**src/rtl/bsg_gray_ptr_pkg.sv**
```systemverilog
// Shared helpers for the gray-pointer FIFO controllers.
package bsg_gray_ptr_pkg;

    // Pointers carry one extra wrap bit beyond the address width.
    function automatic int ptr_width(int lg_size);
        return lg_size + 1;
    endfunction

    // Callers zero-extend the pointer into 32 bits and truncate the result.
    // The low bits of the gray code do not depend on the zero upper bits.
    function automatic logic [31:0] binary_to_gray(logic [31:0] bin);
        return bin ^ (bin >> 1);
    endfunction

endpackage

```
**src/rtl/bsg_gray_to_binary.sv**
```systemverilog
// Gray-to-binary conversion: each binary bit is the XOR of all gray bits at or above it.
module bsg_gray_to_binary #(
    parameter int width_p = 4
) (
    input  logic [width_p-1:0] gray_i,
    output logic [width_p-1:0] binary_o
);

    for (genvar i = 0; i < width_p; i++) begin : g_bit
        assign binary_o[i] = ^gray_i[width_p-1:i];
    end

endmodule

```
**src/rtl/bsg_gray_ptr_wr_ctrl.sv**
```systemverilog
// Write-side pointer controller for a gray-pointer FIFO: binary write pointer,
// registered gray export, full/occupancy from the synchronized read pointer, sticky error.
module bsg_gray_ptr_wr_ctrl
    import bsg_gray_ptr_pkg::*;
#(
    parameter int lg_size_p = 3
) (
    input  logic                 clk_i,
    input  logic                 reset_n_i,
    input  logic                 v_i,
    output logic                 ready_o,
    output logic [lg_size_p-1:0] w_addr_o,
    output logic [lg_size_p:0]   w_ptr_gray_o,
    input  logic [lg_size_p:0]   r_ptr_gray_i,
    output logic                 full_o,
    output logic [lg_size_p:0]   count_o,
    output logic                 error_o
);

    localparam int ptr_w_lp = ptr_width(lg_size_p);
    localparam int depth_lp = 1 << lg_size_p;
    localparam logic [ptr_w_lp-1:0] depth_ptr_lp = ptr_w_lp'(depth_lp);

    logic [ptr_w_lp-1:0] w_bin_q, w_bin_d;
    logic [ptr_w_lp-1:0] w_gray_q, w_gray_d;
    logic [ptr_w_lp-1:0] r_bin_q, r_bin;
    logic [ptr_w_lp-1:0] r_gray_q;
    logic                error_q, error_d;
    logic [ptr_w_lp-1:0] count;
    logic [ptr_w_lp-1:0] r_gray_diff;
    logic                gray_skip, overrun, accept;

    bsg_gray_to_binary #(.width_p(ptr_w_lp)) r_g2b (
        .gray_i   (r_ptr_gray_i),
        .binary_o (r_bin)
    );

    // Occupancy uses only registered pointers, so full can lag release by a cycle but never lead it.
    assign count  = w_bin_q - r_bin_q;
    assign full_o = (count == depth_ptr_lp);
    assign accept = v_i & ~full_o;

    assign w_bin_d  = accept ? w_bin_q + ptr_w_lp'(1) : w_bin_q;
    assign w_gray_d = ptr_w_lp'(binary_to_gray(32'(w_bin_d)));

    // More than one bit set in the delta means the incoming gray code skipped a step.
    assign r_gray_diff = r_ptr_gray_i ^ r_gray_q;
    assign gray_skip   = (r_gray_diff & (r_gray_diff - ptr_w_lp'(1))) != '0;
    assign overrun     = count > depth_ptr_lp;
    assign error_d     = error_q | gray_skip | overrun;

    always_ff @(posedge clk_i or negedge reset_n_i) begin
        if (!reset_n_i) begin
            w_bin_q  <= '0;
            w_gray_q <= '0;
            r_bin_q  <= '0;
            r_gray_q <= '0;
            error_q  <= 1'b0;
        end else begin
            w_bin_q  <= w_bin_d;
            w_gray_q <= w_gray_d;
            r_bin_q  <= r_bin;
            r_gray_q <= r_ptr_gray_i;
            error_q  <= error_d;
        end
    end

    assign ready_o      = ~full_o;
    assign w_addr_o     = w_bin_q[lg_size_p-1:0];
    assign w_ptr_gray_o = w_gray_q;
    assign count_o      = count;
    assign error_o      = error_q;

endmodule

```
**config.mk**
```make
export PLATFORM = sky130hd
export DESIGN_NAME = bsg_gray_ptr_wr_ctrl
export DESIGN_NICKNAME = d
export VERILOG_FILES = /design/src/rtl/bsg_gray_ptr_pkg.sv /design/src/rtl/bsg_gray_to_binary.sv /design/src/rtl/bsg_gray_ptr_wr_ctrl.sv
export SDC_FILE = /design/constraint.sdc
export NUM_CORES = 1
export LEC_CHECK = 0
export ABC_AREA = 1
export CELL_PAD_IN_SITES_DETAIL_PLACEMENT = 1
export CELL_PAD_IN_SITES_GLOBAL_PLACEMENT = 2
export CORE_MARGIN = 2
export CORE_UTILIZATION = 31
export DETAILED_ROUTE_END_ITERATION = 12
export GPL_ROUTABILITY_DRIVEN = 0
export PLACE_DENSITY_LB_ADDON = 0.1
export SLEW_MARGIN = 20
export SYNTH_ARGS = -nofsm -noshare
export SYNTH_HDL_FRONTEND = slang
export SYNTH_SLANG_ARGS = --single-unit
export TNS_END_PERCENT = 50
```
**constraint.sdc**
```tcl
create_clock -name clk_i -period 3.85 [get_ports clk_i]
set_input_delay 0.385 -clock clk_i [delete_from_list [all_inputs] [get_ports clk_i]]
set_output_delay 0.385 -clock clk_i [all_outputs]
set_load 0.05 [all_outputs]
```
-- After elaboration in Yosys (flattened, before gate mapping)
Index checks and enable logic that the tools add are counted.
- bits in registers: 17
- bits of input ports: 7
- output and inout bits: 14
- word-level logic and storage cells: 22
- add/subtract/negate cells: 3
- $lt $le $gt $ge: 1
- equality and inequality tests: 1
- muxes and demuxes: 1
- bitwise gates (word level): 7
- reductions and logical operators: 4
- operators with widths (kind ; number):
    $add A4 B1 Y4 const B ; 1
    $and A4 B4 Y4 ; 1
    $eq A4 B4 Y1 const B ; 1
    $gt A4 B4 Y1 const B ; 1
    $mux W4 ; 1
    $reduce_bool A4 Y1 ; 1
    $reduce_xor A4 Y1 ; 1
    $sub A4 B1 Y4 const B ; 1
    $sub A4 B4 Y4 ; 1
    $xor A4 B3 Y4 ; 1
    $xor A4 B4 Y4 ; 1
    $reduce_xor A3 Y1 ; 1
    $or A1 B1 Y1 ; 2
    $reduce_xor A2 Y1 ; 1
    $and A1 B1 Y1 ; 1
    $not A1 Y1 ; 1

-- Depth between registers and ports, before layout
Gate-level depths: netlist (run 1).
- word-level depth: 6
- gate-level depth with buffers: 15
- depth with buffers taken out: 15

-- By module
From an unflattened synthesis (run 1), not the netlist that was laid out.
- cell total of the unflattened synthesis: 125
- area, all modules: 977.2 um2
- by module, submodules not included (module ; instances ; cells each ; area an instance (um2) ; seq. area each (um2)):
    bsg_gray_ptr_wr_ctrl ; 1 ; 104 ; 887.1 ; 400.4
    bsg_gray_to_binary ; 1 ; 21 ; 90.1 ; 0.0

-- Least setup slack after synthesis (run 1)
Ideal clock, no wire load.
- kind: reg2out
- from: reg w_bin_q[0]
- to: out full_o
- data arrival time: 2832 ps
- data required time: 3465 ps
- setup slack: 633 ps
- cell stages (with the launch flop): 10
- path buffers: 1
- path through: dfrtp_1 inv_1 ha_1 inv_1 fa_1 or2_1 nor2_2 nand3_4 buf_6 inv_1
- word-level cells in the longest chain between the ends: 2
- ends and longest elaborated chain (element ; line ; text):
    start: declaration ; bsg_gray_ptr_wr_ctrl.sv:24 ; logic [ptr_w_lp-1:0] w_bin_q, w_bin_d;
    start signal: assignment ; bsg_gray_ptr_wr_ctrl.sv:60 ; w_bin_q <= w_bin_d;
    $sub A4 B4 Y4 ; bsg_gray_ptr_wr_ctrl.sv:39 ; assign count = w_bin_q - r_bin_q;
    net count_o[1] ; bsg_gray_ptr_wr_ctrl.sv:16 ; output logic [lg_size_p:0] count_o,
    $eq A4 B4 Y1 ; bsg_gray_ptr_wr_ctrl.sv:40 ; assign full_o = (count == depth_ptr_lp);
    end: declaration ; bsg_gray_ptr_wr_ctrl.sv:15 ; output logic full_o,
The timed path passes the listed nets, and every way through them passes these cells.

-- Worst setup path in the final report (run 1)
- from: reg w_bin_q[0]
- to: out full_o
- word-level cells in the longest chain between the ends: 2
- ends and longest elaborated chain (element ; line):
    $sub A4 B4 Y4 ; bsg_gray_ptr_wr_ctrl.sv:39
    $eq A4 B4 Y1 ; bsg_gray_ptr_wr_ctrl.sv:40
No other way between the ends.

==> impl_metrics.tcl, run 1 <==
set metrics [dict create \
    rr_worst_depth 12 \
    grtUsageTotal 0.122 \
    skew_ns 0.00182 \
    relSlewSlack 0.577 \
    worstMarginPinSlew_ns 0.633 \
    avgSynthCellArea_um2 8.76 \
    route.detailed.drc 0 \
    hp-class "in -> async" \
    synth.ff_latch_count 15 \
    antenna_found_initial 0 \
    drt-pass1-iter-count 2 \
    synth_cell_types 20 \
    syn_area_um2 911 \
    ctsResizeCount 0 \
    tritoncts "yes" \
    routedWlPerCell_um 11.3 \
    cts_max_level 1 \
    rows 19 \
    fin_cells 157 \
    fin_crit_ns 3.41 \
    hpwl_um 1490 \
    synth_top_area_frac 0.412 \
    layout_commonest_cell "nand2_1" \
    finalCritPeriodShare 0.886 \
    area_growth_pct 26.2 \
    post_cts_buffers 0 \
    path_clk_slew_ns 0.08 \
    fillers 340 \
    dr_total_vias 706 \
    clk_path_buf_depth 2 \
    synth_area_leaders "dfrtp_1 41%, nand2_1 12%, inv_1 5.8%" \
    io_pins 21 \
    maxCapViolCount 0 \
    hold_viol_final 0 \
    syn_nets 116 \
    die_h_um 58.2 \
    die_w_um 58.2 \
    worstSetupPathType "reg -> out" \
    grt_pass1_wl_um 3180 \
    vias_per_cell 4.50 \
    drt_iter0_markers 13 \
    path_max_fanout 13 \
    slew_violations 0 \
    n_antenna_cell 0 \
    worstPathRequired_ns 3.46 \
    crit_start "w_bin_q[0]$_DFF_PN0_" \
    grt_max_degree 16 \
    cp-endpoint "full_o" \
    clk-insertion-delay-late_ns 0.28 \
    outcome "finished, final reports clean" \
    setup_viol 0 \
    routed_wl_um 1780 \
    setup_tns_ns 0 \
    yosys.area.top_type "dfrtp_1" \
    grt_pass1_vias 702 \
    nets 139 \
    gr-total-overflow 0 \
    drive_above_1_share 0.143 \
    cts.root.buffer_cell "clkbuf_4" \
    cp_data_arrival_time_ns 3.03 \
    yosys_warnings 0 \
    syn_inst 104 \
    ant_nets 0 \
    start_kind "flop" \
    reg2reg_to "w_ptr_gray_o[1]$_DFF_PN0_" \
    reg2reg_from "w_bin_q[0]$_DFF_PN0_" \
    final_cell_mix "30 x nand2_1, 20 x clkdlybuf4s50_1, 15 x dfrtp_1" \
    regToRegSetupSlack_ns 1.41 \
    core_area_um2 2780 \
    dieArea_um2 3390 \
    ys_seq_area_frac 0.412 \
    placed_cells 153 \
    rsz0062_at_grt "no" \
    io_buffers 20 \
    critPathCaptureType "output pin" \
    hold_buffers 0 \
    initial_utilization 0.327 \
    cts_buffers 3 \
    cts.sinks 15 \
    clock.fmax_mhz 293 \
]
## state kept, by name, summed over array words and instances, names as in the netlist
| signal | count |
|---|---|
| r_bin_q | 4 |
| w_bin_q | 4 |
| r_gray_q | 3 |
| w_ptr_gray_o | 3 |
| error_o | 1 |
## final cells by class
class	instances	area, µm²	share of cell area
multi-input combinational	72	452	0.393
sequential	15	375	0.326
timing repair buffer	20	200	0.174
inverter	15	57.6	0.0501
tap	31	38.8	0.0337
clock buffer	4	26.3	0.0229
## stage by stage
step / hold slack (ns) / util / cell area (µm²) / setup WS, ns
floorplan: 0.0894 / - / 911 / 0.633
global placement: 0.509 / 0.404 / 1120 / 0.790
detailed placement: 0.508 / 0.404 / 1120 / 0.732
CTS: 0.513 / 0.413 / 1150 / 0.403
global route: 0.528 / 0.413 / 1150 / 0.259
finish: 0.492 / 0.413 / 1150 / 0.440
## synthesized netlist by cell type
master and instances:
nand2_1 30, dfrtp_1 15, inv_1 14, nand2_2 7
nand3_1 6, xor2_1 6, ha_1 4, nor2_1 4
nand3_2 3, xnor2_1 3, a21oi_1 2, nand3b_2 2
buf_6 1, buf_8 1, clkinv_2 1, fa_1 1
nand3_4 1, nor2_2 1, o2111ai_1 1, or2_1 1
## kinds of logic (layout without fill, tap and decap cells)
logic type | after synthesis | count (layout) | synth area share
AOI/OAI and AO/OA | 3 | 3 | 0.0206
xor gates and xnor gates | 9 | 9 | 0.0865
adders and majority gates | 5 | 5 | 0.0769
buffers and inverters | 17 | 39 | 0.0920
DFF | 15 | 15 | 0.412
and+or+nand+nor | 55 | 55 | 0.312
## worst min-delay path by stage
stage                      startpoint                        end  slack (ns)  cells after the start
floorplan                   reset_n_i          error_o$_DFF_PN0_        0.09                      0
global placement    error_o$_DFF_PN0_          error_o$_DFF_PN0_        0.51                      2
detailed placement  error_o$_DFF_PN0_          error_o$_DFF_PN0_        0.51                      2
CTS                         reset_n_i  w_ptr_gray_o[2]$_DFF_PN0_        0.51                      1
global route                reset_n_i  w_ptr_gray_o[2]$_DFF_PN0_        0.53                      1
finish                      reset_n_i  w_ptr_gray_o[2]$_DFF_PN0_        0.49                      1
## worst max-delay path, cell delays in order (launching register included)
cell             delay, ns
dfrtp_1               0.43
inv_1                 0.12
ha_1                  0.21
inv_1                 0.08
fa_1                  0.44
or2_1                 0.25
nor2_2                0.15
nand3_4               0.18
inv_1                 0.09
clkdlybuf4s50_1       0.79
## metal layers
layer | vias to the layer above | global-route usage | part of all wire
met5 | - | 0 | 0
met4 | 0 | 0.0598 | 0.014
met3 | 4 | 0.0134 | 0.033
met2 | 15 | 0.188 | 0.45
met1 | 323 | 0.172 | 0.50
li1 | 364 | - | -
Power of run 1 is left out: the tool's default activity adds up to more than one toggle a clock period on the data nets, which glitch-free logic cannot reach.
==> run 2, diff against run 1 <==
--- a/config.mk
+++ b/config.mk
@@ -6,13 +6,13 @@
 export NUM_CORES = 1
 export LEC_CHECK = 0
 export ABC_AREA = 1
-export CELL_PAD_IN_SITES_DETAIL_PLACEMENT = 1
-export CELL_PAD_IN_SITES_GLOBAL_PLACEMENT = 2
 export CORE_MARGIN = 2
-export CORE_UTILIZATION = 31
+export CORE_UTILIZATION = 52
+export CTS_CLUSTER_SIZE = 8
 export DETAILED_ROUTE_END_ITERATION = 12
 export GPL_ROUTABILITY_DRIVEN = 0
-export PLACE_DENSITY_LB_ADDON = 0.1
+export PLACE_DENSITY = 0.83
+export SKIP_CTS_REPAIR_TIMING = 1
 export SLEW_MARGIN = 20
 export SYNTH_ARGS = -nofsm -noshare
 export SYNTH_HDL_FRONTEND = slang
==> run 2 against run 1 <==
Effect of this change:
- non-clock buffer count did not move
- sequential share of layout area rose by 0.50 points
- worst hold slack improved by 0.0050 ns
- final area fell by 1.5%
- die area fell by 38%
- maximum frequency rose by 0.35%
- clock skew rose by 0.0021 ns
- critical endpoint unchanged
==> impl_metrics.tcl, run 2 (synthesis results as in run 1) <==
set metrics [dict create \
    outcome "finished, final reports clean" \
    grt_max_degree 16 \
    grtUsageTotal 0.176 \
    vias_per_cell 5.02 \
    ant_nets 0 \
    hp-class "in -> async" \
    io_buffers 20 \
    skew_ns 0.00396 \
    clk-insertion-delay-late_ns 0.27 \
    crit_top_cell "inv_1" \
    start_kind "flop" \
    area_growth_pct 24.3 \
    worstMarginPinSlew_ns 0.635 \
    cp_data_arrival_time_ns 3.01 \
    finalCritPeriodShare 0.883 \
    drive_above_1_share 0.143 \
    cts.root.buffer_cell "clkbuf_4" \
    routedWlPerCell_um 11.1 \
    drt_iter0_markers 7 \
    fillers 149 \
    maxCapViolCount 0 \
    antenna_found_initial 0 \
    drt-pass1-iter-count 4 \
    initial_utilization 0.539 \
    setup_tns_ns 0 \
    reg.largest.list "r_bin_q (4), w_bin_q (4)" \
    n_antenna_cell 0 \
    hpwl_um 1290 \
    relSlewSlack 0.575 \
    layout_commonest_cell "nand2_1" \
    routed_wl_um 1590 \
    cp_cell_sequence "inv_1 -> ha_1 -> inv_1 -> fa_1 -> or2_1 -> nor2_2 -> nand3_4 -> inv_1 -> clkdlybuf4s50_1" \
    final_cell_mix "30 x nand2_1, 20 x clkdlybuf4s50_1, 15 x dfrtp_1" \
    grt_pass1_wl_um 2580 \
    reg2reg_from "w_bin_q[0]$_DFF_PN0_" \
    cpPeakStageDelay_ns 0.79 \
    io_pins 21 \
    dieArea_um2 2100 \
    route.detailed.drc 0 \
    cts_buffers 3 \
    hold_viol_final 0 \
    rsz0062_at_grt "no" \
    path_clk_slew_ns 0.08 \
    cts.sinks 15 \
    fin_crit_ns 3.40 \
    setup_viol 0 \
    nets 139 \
    die_w_um 45.9 \
    clk_path_buf_depth 2 \
    slew_violations 0 \
    cts_max_level 1 \
    critPathCaptureType "output pin" \
    gr-total-overflow 0 \
    rows 15 \
    worstPathRequired_ns 3.46 \
    core_area_um2 1690 \
    clock.fmax_mhz 294 \
    tritoncts "yes" \
    grt_pass1_vias 650 \
    worstSetupPathType "reg -> out" \
    die_h_um 45.9 \
    crit_start "w_bin_q[0]$_DFF_PN0_" \
    critical-path-slowest-cell "clkdlybuf4s50_1" \
    path_max_fanout 13 \
    rr_worst_depth 12 \
    dr_total_vias 718 \
]
[run 2: metal layers]
| layer | track usage | wire (µm) | share of wire |
|---|---|---|---|
| met5 | 0 | 0 | 0 |
| met4 | 0.0857 | 12 | 0.0075 |
| met3 | 0.0238 | 70 | 0.044 |
| met2 | 0.289 | 821 | 0.52 |
| met1 | 0.227 | 686 | 0.43 |
[run 2: critical path: cells and delay by family (launching register included)]
| kind | cells | cell delay, ns |
|---|---|---|
| buf+inv | 4 | 1.08 |
| fa+ha+maj | 2 | 0.64 |
| simple gates | 3 | 0.58 |
| flops | 1 | 0.44 |
[run 2: per-stage QoR]
step	utilization	std cells	area (µm²)	worst slack (ns)	hold slack, ns
2_1_floorplan	-	104	911	0.633	0.0894
3_3_place_gp	0.655	139	1110	0.826	0.512
3_5_place_dp	0.655	139	1110	0.758	0.513
4_1_cts	0.670	143	1130	0.445	0.510
5_1_grt	0.670	143	1130	0.274	0.528
6_report	0.670	143	1130	0.452	0.497
[run 2: area by class of cell]
type,count,area [µm²],share of cell area
Inverter,15,57.6,0.0508
Sequential cell,15,375,0.331
Timing Repair Buffer,20,200,0.177
Clock buffer,4,26.3,0.0232
Multi-Input combinational cell,72,452,0.399
Tap cell,17,21.3,0.0188
[run 2: worst paths after layout]
| kind | end | slack (ns) |
|---|---|---|
| min in group clk_i | error_o$_DFF_PN0_ | 0.52 |
| worst min-delay path | w_ptr_gray_o[1]$_DFF_PN0_ | 0.50 |
| worst max register to register | w_ptr_gray_o[0]$_DFF_PN0_ | 1.43 |
| max in group asynchronous | r_gray_q[2]$_DFF_PN0_ | 2.94 |
| worst max-delay path | full_o | 0.45 |
| worst min register to register | error_o$_DFF_PN0_ | 0.52 |
Power of run 2 is left out for the same reason.
